File: src/rtl/dct_result_collector_if.sv
// Result bus between the DCT control FSM / downstream consumer and the
// collector. Carries the result-capture inputs, the drain handshake and the
// status outputs. Clock and reset stay plain ports on the collector.
interface dct_result_collector_if #(
    parameter int DATA_W = 16
);
    logic              ready_in;
    logic [2:0]        x_in;
    logic [2:0]        y_in;
    logic [DATA_W-1:0] data_in;
    logic              out_ack;

    logic              out_valid;
    logic [DATA_W-1:0] out_data;
    logic [5:0]        out_index;
    logic [5:0]        out_pos;
    logic              busy;
    logic              block_done;
    logic              overflow;

    // Collector side: captures results and offers the scanned block.
    modport slave (
        input  ready_in, x_in, y_in, data_in, out_ack,
        output out_valid, out_data, out_index, out_pos, busy, block_done, overflow
    );

    // Environment side: produces results and consumes the scanned block.
    modport master (
        output ready_in, x_in, y_in, data_in, out_ack,
        input  out_valid, out_data, out_index, out_pos, busy, block_done, overflow
    );
endinterface

File: src/rtl/dct_result_collector.sv
// DCT result collector: gathers 64 results of an 8x8 block into a local
// buffer (addressed by raster position {row,col}), then offers them one per
// accepted handshake in scan order.
//
// Build option: define DCT_ZIGZAG_EN to scan in MPEG 8x8 zigzag order from a
// constant table; left undefined, the scan is raster order and out_pos always
// equals out_index.
//
// state   | meaning
// --------+-----------------------------------------------------------------
// COLLECT | accepting results into the buffer, counting pulses up to 64
// LOAD    | one cycle: register the first scanned sample, raise out_valid
// DRAIN   | offering samples; each ack advances the scan, last ack ends block
module dct_result_collector #(
    parameter int DATA_W = 16
) (
    input  logic                    clk,
    input  logic                    rst_in,
    dct_result_collector_if.slave   bus
);

    typedef enum logic [1:0] {
        S_COLLECT = 2'd0,
        S_LOAD    = 2'd1,
        S_DRAIN   = 2'd2
    } state_t;

`ifdef DCT_ZIGZAG_EN
    localparam logic [5:0] C_ZZ [64] = '{
        6'd0,  6'd1,  6'd8,  6'd16, 6'd9,  6'd2,  6'd3,  6'd10,
        6'd17, 6'd24, 6'd32, 6'd25, 6'd18, 6'd11, 6'd4,  6'd5,
        6'd12, 6'd19, 6'd26, 6'd33, 6'd40, 6'd48, 6'd41, 6'd34,
        6'd27, 6'd20, 6'd13, 6'd6,  6'd7,  6'd14, 6'd21, 6'd28,
        6'd35, 6'd42, 6'd49, 6'd56, 6'd57, 6'd50, 6'd43, 6'd36,
        6'd29, 6'd22, 6'd15, 6'd23, 6'd30, 6'd37, 6'd44, 6'd51,
        6'd58, 6'd59, 6'd52, 6'd45, 6'd38, 6'd31, 6'd39, 6'd46,
        6'd53, 6'd60, 6'd61, 6'd54, 6'd47, 6'd55, 6'd62, 6'd63
    };
`endif

    // Scan position -> raster address.
    function automatic logic [5:0] f_order(input logic [5:0] i);
`ifdef DCT_ZIGZAG_EN
        return C_ZZ[i];
`else
        return i;
`endif
    endfunction

    state_t            r_state;
    state_t            w_state_nxt;

    logic [DATA_W-1:0] r_buf [64];
    logic [6:0]        r_cnt;
    logic [5:0]        r_idx;

    logic              r_out_valid;
    logic [DATA_W-1:0] r_out_data;
    logic [5:0]        r_out_index;
    logic [5:0]        r_out_pos;
    logic              r_block_done;
    logic              r_overflow;

    logic              w_buf_we;
    logic              w_load;
    logic              w_advance;
    logic              w_finish;
    logic              w_ovf_set;
    logic [5:0]        w_wr_addr;
    logic [5:0]        w_idx_nxt;
    logic [5:0]        w_rd_idx;
    logic [5:0]        w_rd_addr;

    assign w_wr_addr = {bus.y_in, bus.x_in};
    assign w_idx_nxt = r_idx + 6'd1;
    assign w_rd_addr = f_order(w_rd_idx);

    // State register.
    always_ff @(posedge clk or negedge rst_in) begin
        if (!rst_in) begin
            r_state <= S_COLLECT;
        end else begin
            r_state <= w_state_nxt;
        end
    end

    // Next state and datapath strobes. A result arriving outside COLLECT is
    // dropped and flagged, including on the edge of the final ack.
    always_comb begin
        w_state_nxt = r_state;
        w_buf_we    = 1'b0;
        w_load      = 1'b0;
        w_advance   = 1'b0;
        w_finish    = 1'b0;
        w_ovf_set   = 1'b0;
        w_rd_idx    = w_idx_nxt;
        case (r_state)
            S_COLLECT: begin
                if (bus.ready_in) begin
                    w_buf_we = 1'b1;
                    if (r_cnt == 7'd63) begin
                        w_state_nxt = S_LOAD;
                    end
                end
            end
            S_LOAD: begin
                w_load      = 1'b1;
                w_rd_idx    = 6'd0;
                w_ovf_set   = bus.ready_in;
                w_state_nxt = S_DRAIN;
            end
            S_DRAIN: begin
                w_ovf_set = bus.ready_in;
                if (r_out_valid && bus.out_ack) begin
                    if (r_idx == 6'd63) begin
                        w_finish    = 1'b1;
                        w_state_nxt = S_COLLECT;
                    end else begin
                        w_advance = 1'b1;
                    end
                end
            end
            default: begin
                w_state_nxt = S_COLLECT;
            end
        endcase
    end

    // Sample buffer; contents are not reset, a block is only offered after a
    // fresh set of 64 results.
    always_ff @(posedge clk) begin
        if (w_buf_we) begin
            r_buf[w_wr_addr] <= bus.data_in;
        end
    end

    // Counters, output sample register and status flags.
    always_ff @(posedge clk or negedge rst_in) begin
        if (!rst_in) begin
            r_cnt        <= 7'd0;
            r_idx        <= 6'd0;
            r_out_valid  <= 1'b0;
            r_out_data   <= '0;
            r_out_index  <= 6'd0;
            r_out_pos    <= 6'd0;
            r_block_done <= 1'b0;
            r_overflow   <= 1'b0;
        end else begin
            r_block_done <= 1'b0;
            if (w_buf_we) begin
                r_cnt <= r_cnt + 7'd1;
            end
            if (w_ovf_set) begin
                r_overflow <= 1'b1;
            end
            if (w_load) begin
                r_out_data  <= r_buf[w_rd_addr];
                r_out_index <= 6'd0;
                r_out_pos   <= w_rd_addr;
                r_out_valid <= 1'b1;
                r_idx       <= 6'd0;
            end
            if (w_advance) begin
                r_out_data  <= r_buf[w_rd_addr];
                r_out_index <= w_idx_nxt;
                r_out_pos   <= w_rd_addr;
                r_idx       <= w_idx_nxt;
            end
            if (w_finish) begin
                r_out_valid  <= 1'b0;
                r_block_done <= 1'b1;
                r_cnt        <= 7'd0;
                r_idx        <= 6'd0;
            end
        end
    end

    assign bus.out_valid  = r_out_valid;
    assign bus.out_data   = r_out_data;
    assign bus.out_index  = r_out_index;
    assign bus.out_pos    = r_out_pos;
    assign bus.busy       = (r_state != S_COLLECT);
    assign bus.block_done = r_block_done;
    assign bus.overflow   = r_overflow;

endmodule

File: src/flat_wrapper.sv
// flat-port wrapper written by rule: the top's interface ports become plain ports
module dct_result_collector_flat 
#(
    parameter int DATA_W = 16
)
  (clk, rst_in, bus_ready_in, bus_x_in, bus_y_in, bus_data_in, bus_out_ack, bus_out_valid, bus_out_data, bus_out_index, bus_out_pos, bus_busy, bus_block_done, bus_overflow);
  dct_result_collector_if #(.DATA_W(DATA_W)) bus_i ();
  input  logic clk;
  input  logic rst_in;
  input wire logic [$bits(bus_i.ready_in)-1:0] bus_ready_in;
  input wire logic [$bits(bus_i.x_in)-1:0] bus_x_in;
  input wire logic [$bits(bus_i.y_in)-1:0] bus_y_in;
  input wire logic [$bits(bus_i.data_in)-1:0] bus_data_in;
  input wire logic [$bits(bus_i.out_ack)-1:0] bus_out_ack;
  output wire logic [$bits(bus_i.out_valid)-1:0] bus_out_valid;
  output wire logic [$bits(bus_i.out_data)-1:0] bus_out_data;
  output wire logic [$bits(bus_i.out_index)-1:0] bus_out_index;
  output wire logic [$bits(bus_i.out_pos)-1:0] bus_out_pos;
  output wire logic [$bits(bus_i.busy)-1:0] bus_busy;
  output wire logic [$bits(bus_i.block_done)-1:0] bus_block_done;
  output wire logic [$bits(bus_i.overflow)-1:0] bus_overflow;
  assign bus_i.ready_in = bus_ready_in;
  assign bus_i.x_in = bus_x_in;
  assign bus_i.y_in = bus_y_in;
  assign bus_i.data_in = bus_data_in;
  assign bus_i.out_ack = bus_out_ack;
  assign bus_out_valid = bus_i.out_valid;
  assign bus_out_data = bus_i.out_data;
  assign bus_out_index = bus_i.out_index;
  assign bus_out_pos = bus_i.out_pos;
  assign bus_busy = bus_i.busy;
  assign bus_block_done = bus_i.block_done;
  assign bus_overflow = bus_i.overflow;
  dct_result_collector #(.DATA_W(DATA_W)) u_core (.clk(clk), .rst_in(rst_in), .bus(bus_i));
endmodule
File: config.mk
export PLATFORM = sky130hd
export DESIGN_NAME = dct_result_collector_flat
export DESIGN_NICKNAME = d
export VERILOG_FILES = /design/src/rtl/dct_result_collector_if.sv /design/src/rtl/dct_result_collector.sv /design/src/flat_wrapper.sv
export SDC_FILE = /design/constraint.sdc
export NUM_CORES = 1
export LEC_CHECK = 0
export ABC_CLOCK_PERIOD_IN_PS = 2800
export CORE_MARGIN = 4
export CORE_UTILIZATION = 35
export DETAILED_ROUTE_END_ITERATION = 7
export GPL_TIMING_DRIVEN = 0
export PLACE_DENSITY_LB_ADDON = 0.2
export SYNTH_ARGS = -nofsm -noshare
export SYNTH_HDL_FRONTEND = slang
export SYNTH_SLANG_ARGS = --single-unit
File: constraint.sdc
create_clock -name clk -period 2.8 [get_ports clk]
set_input_delay 0.56 -clock clk [delete_from_list [all_inputs] [get_ports clk]]
set_output_delay 0.56 -clock clk [all_outputs]
set_load 0.005 [all_outputs]
==> impl_metrics.tcl, run 1 <==
set metrics [dict create \
    worst_slew_pin_slew_ns 1.015 \
    design.core.area_mm2 0.1217 \
    dr.pass1.iters 6 \
    cts_max_level 3 \
    placementRows 128 \
    grt_pass1_vias 25897 \
    clk_pin_slew_ns 0.06 \
    multi_input_area_mm2 0.01171 \
    cap_violations 0 \
    root_buffer "clkbuf_16" \
    syn_nets 2592 \
    r2r_setup_slack_ns -0.21 \
    p_leak_uw 0.01644 \
    seqCellArea_mm2 0.03190 \
    synth_flop_cell "edfxtp_1" \
    fin_area_mm2 0.05264 \
    grt_max_degree 65 \
    yosysWarnings 0 \
    clock_skew_ns 0.03655 \
    place_area_mm2 0.04620 \
    clockBufferDepth 3 \
    drtIter0Drc 3280 \
    crit_required_ns 3.35 \
    track_usage_pct 22.10 \
    cp_common_cell "buf_6" \
    grt_pass1_wl_um 200200 \
    hold_viol_final 0 \
    slew_violations 0 \
    fp.dieW_um 358.2 \
    die_area_mm2 0.1283 \
    synth_edf_count 1024 \
    drive_above_1_share_pct 27.93 \
    ant_nets 0 \
    gr-total-overflow 0 \
    synth_top_area_share_pct 71.65 \
    path_buf_inv 3 \
    cts_tree "yes" \
    power.density_mw_per_mm2 896.8 \
    timing.final.ws_setup_ns -0.2075 \
    num_vias 26313 \
    yosys_register_bits 1070 \
    setup_viol 13 \
    syn_area_mm2 0.04292 \
    die_y_um 358.2 \
    slew-limit-headroom_pct 32.36 \
    grt_antenna_before_repair 10 \
    slowest_delay_ns 0.43 \
    worstSetupStartpointType "flip-flop" \
    port_buffers 52 \
    post-route-util_pct 43.25 \
    finalCriticalPeriod_ns 3.007 \
    clkSinkCount 1070 \
    ioPinCount 58 \
    wl_per_cell_um 31.79 \
    cp_top_family "compound AO/OA/AOI/OAI gates" \
    ir_drop_v 0.0005296 \
    place_hpwl_um 97890 \
    critPathSlowestCell "dfrtp_1" \
    yosys-top-cells-area "edfxtp_1 (72%), mux2i_1 (4.8%), dfrtp_1 (2.7%)" \
    path_class "flip-flop to flip-flop" \
    syn-instance-count 2560 \
    violations "setup timing" \
    drt_wl_total_um 144700 \
    path_max_fanout 5 \
    finalCritPeriodShare_pct 107.4 \
    clk_latency_ns 0.71 \
    drc 0 \
    endpoint_kind "flip-flop" \
    worstPathCellList "ha_4 -> buf_12 -> buf_6 -> buf_6 -> mux2_4 -> a221o_1 -> a22o_1 -> a311o_1 -> nand4_1 -> nand3_1" \
    synth_seq_area_share_pct 74.33 \
    max_freq_mhz 332.5 \
    viasPerCell 5.781 \
    synth_largest_area_cell "edfxtp_1" \
    holdWs_ns 0.2752 \
    status "finished with violations" \
    worstPathArrival_ns 3.56 \
    place_congestion 0.9482 \
    floorplan.initialDensity_pct 35.26 \
    num-fill-cells 10678 \
    synthToLayoutAreaGrowth_pct 22.65 \
    power_uw 47210 \
    ys_types 67 \
    hold_path.class "input pin to async pin" \
    grt_setup_unrepaired "yes" \
    synth_area_per_cell_um2 16.77 \
    cts_buffers 112 \
    fin_nets 2870 \
    asyncSetResetFlopFracSynth_pct 4.299 \
]
[cell usage in the layout (no fill, tap or decap), types with 25 or more instances in the layout]
cell	instances
mux2i_1	191
clkbuf_16	116
nand2_1	60
a221oi_2	31
clkbuf_1	60
o221ai_1	38
buf_12	39
o211ai_1	61
nand3_1	96
o21ai_0	72
clkbuf_2	33
nor2_1	104
a21o_1	34
dfrtp_1	45
nor2_2	37
mux2_2	98
buf_4	92
mux4_2	27
nor2_4	32
buf_2	38
clkdlybuf4s50_1	35
buf_6	32
edfxtp_1	1024
a221oi_1	45
buf_8	32
and3_1	30
nand4_1	25
[routing by layer]
layer / share of wire, % / GRT usage (%) / vias up
met5: 0.022 / 0 / -
met4: 3.3 / 7.099 / 4
met3: 7.9 / 3.790 / 248
met2: 47 / 35.60 / 1266
met1: 42 / 30.64 / 13829
li1: - / - / 10966
[final cells by class]
class / instances / share of cell area, %
Clock buffer: 150 / 5.676
Buffer: 190 / 3.002
Timing Repair Buffer: 167 / 3.910
Multi-Input combinational cell: 1292 / 22.25
Sequential cell: 1070 / 60.61
Inverter: 5 / 0.03565
Clock inverter: 51 / 0.6489
Tap cell: 1625 / 3.863
Antenna cell: 2 / 0.009508
[worst reg2reg max path: stages, from the launching register on]
cell and delay (ns):
dfrtp_1 0.43, ha_4 0.36, buf_12 0.14, buf_6 0.10, buf_6 0.09, mux2_4 0.29
a221o_1 0.34, a22o_1 0.26, a311o_1 0.40, nand4_1 0.31, nand3_1 0.14
[registers in the layout, indices dropped and copies added (netlist names)]
signal and flops:
u_core.bus.out_data 16, u_core.r_state 2, u_core.bus.out_pos 6, u_core.bus.block_done 1
u_core.r_cnt 7, u_core.r_buf 1024, u_core.bus.out_valid 1, u_core.bus.out_index 6
u_core.bus.overflow 1, u_core.r_idx 6
[cell usage after synthesis (36+ instances only)]
cell type  instances
edfxtp_1        1024
mux2i_1          204
nor2_1           172
o21ai_0          105
nand3_1          102
mux2_2            99
a221oi_1          83
buf_2             73
clkbuf_1          67
nand2_1           62
o211ai_1          61
o221ai_1          55
dfrtp_1           46
buf_4             36
[metrics by stage]
step | setup WS (ns) | instances | TNS [ns]
6_report | -0.2075 | 4552 | -1.088
5_1_grt | -0.1766 | 4550 | -1.209
3_3_place_gp | -1.615 | 4237 | -2292.48
3_5_place_dp | -1.381 | 4278 | -821.43
4_1_cts | -0.5781 | 4535 | -42.94
2_1_floorplan | 0.3318 | 2560 | 0
[kinds of logic after synthesis]
| kind of cell | Yosys count | share of synthesized area (%) |
|---|---|---|
| DFF | 1070 | 74.33 |
| AOI/OAI and AO/OA | 488 | 8.562 |
| and+or+nand+nor | 448 | 5.023 |
| muxes | 339 | 9.148 |
| buffers and inverters | 198 | 2.443 |
| xor gates and xnor gates | 11 | 0.3207 |
| adders and majority gates | 6 | 0.1749 |
[repair_timing]
action                                  CTS  global route
gates cloned                              2             2
endpoints found under the setup margin  932           311
resized for setup                       347           192
pin swaps                                60            69
endpoints found under the hold margin    11             0
hold buffers                              1             0
buffers inserted                         53            16
[path summary, 6_finish.rpt]
check                      cells past startpoint               startpoint                       to
setup / recovery                              10          u_core.r_idx[0]   u_core.bus.out_data[8]
hold / removal                                 2                   rst_in          u_core.r_cnt[4]
setup reg to reg                              10          u_core.r_idx[0]   u_core.bus.out_data[8]
hold reg to reg                                1  u_core.bus.out_index[3]  u_core.bus.out_index[3]
max in group asynchronous                      3                   rst_in   u_core.bus.out_data[9]
min in group clk                               1           bus_data_in[6]      u_core.r_buf[48][6]
[where the power goes]
group	switching (uW)	total, uW	internal [uW]
Combinational	9250	15200	5910
Sequential	380	18200	17800
Clock	6110	13800	7720
No activity file was read; power rests on OpenSTA's default activity.
==> inputs of run 2 (changes only) <==
Settings changed: CORE_MARGIN 4 to unset.
==> run 2 against run 1 <==
The flow still finishes with violations (setup timing). Wire length up 0.78%. Critical path depth grew 2. Global-route usage up 0.92 points. Final cell count down 0.44%. Combinational power shrank 7%.
==> impl_metrics.tcl, run 2 (same netlist as run 1, synthesis figures left out) <==
set metrics [dict create \
    met2_usage_pct 36.57 \
    cts_max_level 3 \
    drive_above_1_share_pct 26.70 \
    status "finished with violations" \
    place_area_mm2 0.04620 \
    worstPathArrival_ns 3.51 \
    worstPathCellList "ha_4 -> buf_8 -> xnor2_4 -> buf_4 -> buf_4 -> nor2_4 -> buf_12 -> buf_12 -> mux2i_1 -> o211ai_1 -> o2111ai_2 -> nand3_1" \
    r2r_setup_slack_ns -0.08 \
    ioPinCount 58 \
    clockBufferDepth 3 \
    endpoint_kind "flip-flop" \
    power.density_mw_per_mm2 904.8 \
    root_buffer "clkbuf_16" \
    hold_path.class "input pin to async pin" \
    violations "setup timing" \
    path_class "flip-flop to flip-flop" \
    clk_pin_slew_ns 0.06 \
    busiest_layer "met2" \
    ir_drop_v 0.0004750 \
    floorplan.initialDensity_pct 35.26 \
    r2r_end "u_core.bus.out_data[0]" \
    met3_usage_pct 3.338 \
    grt_pass1_wl_um 199900 \
    fin_nets 2844 \
    slew-limit-headroom_pct 29.10 \
    place_congestion 0.9425 \
    slowest_delay_ns 0.52 \
    dr.pass1.iters 5 \
    num-fill-cells 10767 \
    post-route-util_pct 42.92 \
    place_hpwl_um 99280 \
    finalCriticalPeriod_ns 2.875 \
    drtIter0Drc 3129 \
    crit_required_ns 3.43 \
    path_max_fanout 10 \
    wl_per_cell_um 32.18 \
    ant_nets 0 \
    p_leak_uw 0.01636 \
    drc 0 \
    hold_viol_final 0 \
    largest_reg_flops 1024 \
    timing.final.ws_setup_ns -0.07541 \
    clock_skew_ns 0.02896 \
    final_cell_mix "edfxtp_1 (1024), mux2i_1 (200), clkbuf_16 (116), nor2_1 (106), mux2_2 (99)" \
    worstSetupStartpointType "flip-flop" \
    regMostFlops "u_core.r_buf" \
    worst_slew_pin_slew_ns 1.063 \
    crit_start "u_core.r_idx[0]" \
    grt_antenna_before_repair 10 \
    grt_pass1_vias 25634 \
    track_usage_pct 23.02 \
    slew_violations 0 \
    placementRows 128 \
    rr_worst_depth 12 \
    die_y_um 352.2 \
    mostFrequentLayoutCell "edfxtp_1" \
    cap_violations 0 \
    fp.dieW_um 352.2 \
    cts_buffers 112 \
    setup_viol 7 \
    num_vias 26022 \
    die_area_mm2 0.1240 \
    grt_max_degree 65 \
    fin_area_mm2 0.05224 \
    max_freq_mhz 347.8 \
    port_buffers 52 \
    cts_tree "yes" \
    critPathSlowestCell "o211ai_1" \
    finalCritPeriodShare_pct 102.7 \
    drt_wl_total_um 145900 \
    clk_latency_ns 0.71 \
    grt_setup_unrepaired "yes" \
    design.core.area_mm2 0.1217 \
    synthToLayoutAreaGrowth_pct 21.73 \
    clkSinkCount 1070 \
    met1_usage_pct 32.11 \
    viasPerCell 5.742 \
    gr-total-overflow 0 \
    r2r-start "u_core.r_idx[0]" \
]
## run 2: cell count changes in the layout (fill, tap and decap cells not counted), sizes merged
cell | before | now
clkbuf | 226 | 214
clkinvlp | 3 | 4
diode | 2 | 1
buf | 245 | 221
clkinv | 42 | 49
bufinv | 3 | 11
inv | 8 | 9
## run 2: what timing repair did
| item | 4_1_cts | 5_1_grt |
|---|---|---|
| hold buffers | 1 | 0 |
| gates resized for setup | 373 | 112 |
| buffers inserted | 37 | 8 |
| gates cloned | 1 | 1 |
| pin swaps | 45 | 32 |
| endpoints found under the hold margin | 15 | 0 |
| setup endpoints to repair | 947 | 218 |
## run 2: worst max-delay path by stage
| stage | endpoint | slack [ns] |
|---|---|---|
| global route | u_core.bus.out_data[10] | -0.07 |
| detailed placement | u_core.bus.out_data[2] | -1.46 |
| global placement | u_core.r_buf[23][6] | -1.47 |
| CTS | u_core.r_buf[20][6] | -0.29 |
| finish | u_core.bus.out_data[0] | -0.08 |
| floorplan | u_core.r_buf[10][0] | 0.33 |
## run 2: layout make-up
| class | count | area, um2 | share of cell area [%] |
|---|---|---|---|
| flip-flops and latches | 1070 | 31900 | 61.06 |
| multi-input cells | 1292 | 11300 | 21.63 |
| clock buffers | 140 | 3002 | 5.745 |
| well taps | 1625 | 2033 | 3.892 |
| plain buffers | 190 | 1673 | 3.202 |
| repair buffers | 141 | 1647 | 3.152 |
| clock inverters | 68 | 665.6 | 1.274 |
| inverters | 5 | 18.77 | 0.03592 |
| diodes | 1 | 2.502 | 0.004790 |
## run 2: stage by stage
stage / hold WS (ns) / setup TNS [ns] / worst slack (ns) / instances / total power, uW
floorplan: 0.2644 / 0 / 0.3318 / 2560 / 24730
global placement: 0.4517 / -2314.43 / -1.474 / 4237 / 30400
detailed placement: 0.4666 / -766.38 / -1.460 / 4279 / 30470
CTS: 0.2917 / -12.87 / -0.2860 / 4524 / 46910
global route: 0.3585 / -0.5973 / -0.06682 / 4531 / 48440
finish: 0.3188 / -0.3410 / -0.07541 / 4532 / 47270
## run 2: critical path, delay by kind of cell, from the launching register on
kind                     cells  cell delay [ns]
adder cells (fa/ha/maj)      1             0.18
flip-flops                   1             0.42
XOR/XNOR                     1             0.15
buffers and inverters        5             0.76
AO/OA/AOI/OAI                2             0.84
multiplexers                 1             0.09
AND/OR/NAND/NOR              2             0.35
## run 2: where the power goes
part / internal [uW] / total [uW] / switching [uW]
registers: 17800 / 18300 / 470
logic: 5220 / 14100 / 8870
clock network: 8610 / 14900 / 6270
## run 2: routing by layer
layer  routed length, um  up-vias
met2               67830     1188
met3               10720      231
li1                    -    10909
met4                5220        8
met5                  38        -
met1               62050    13686
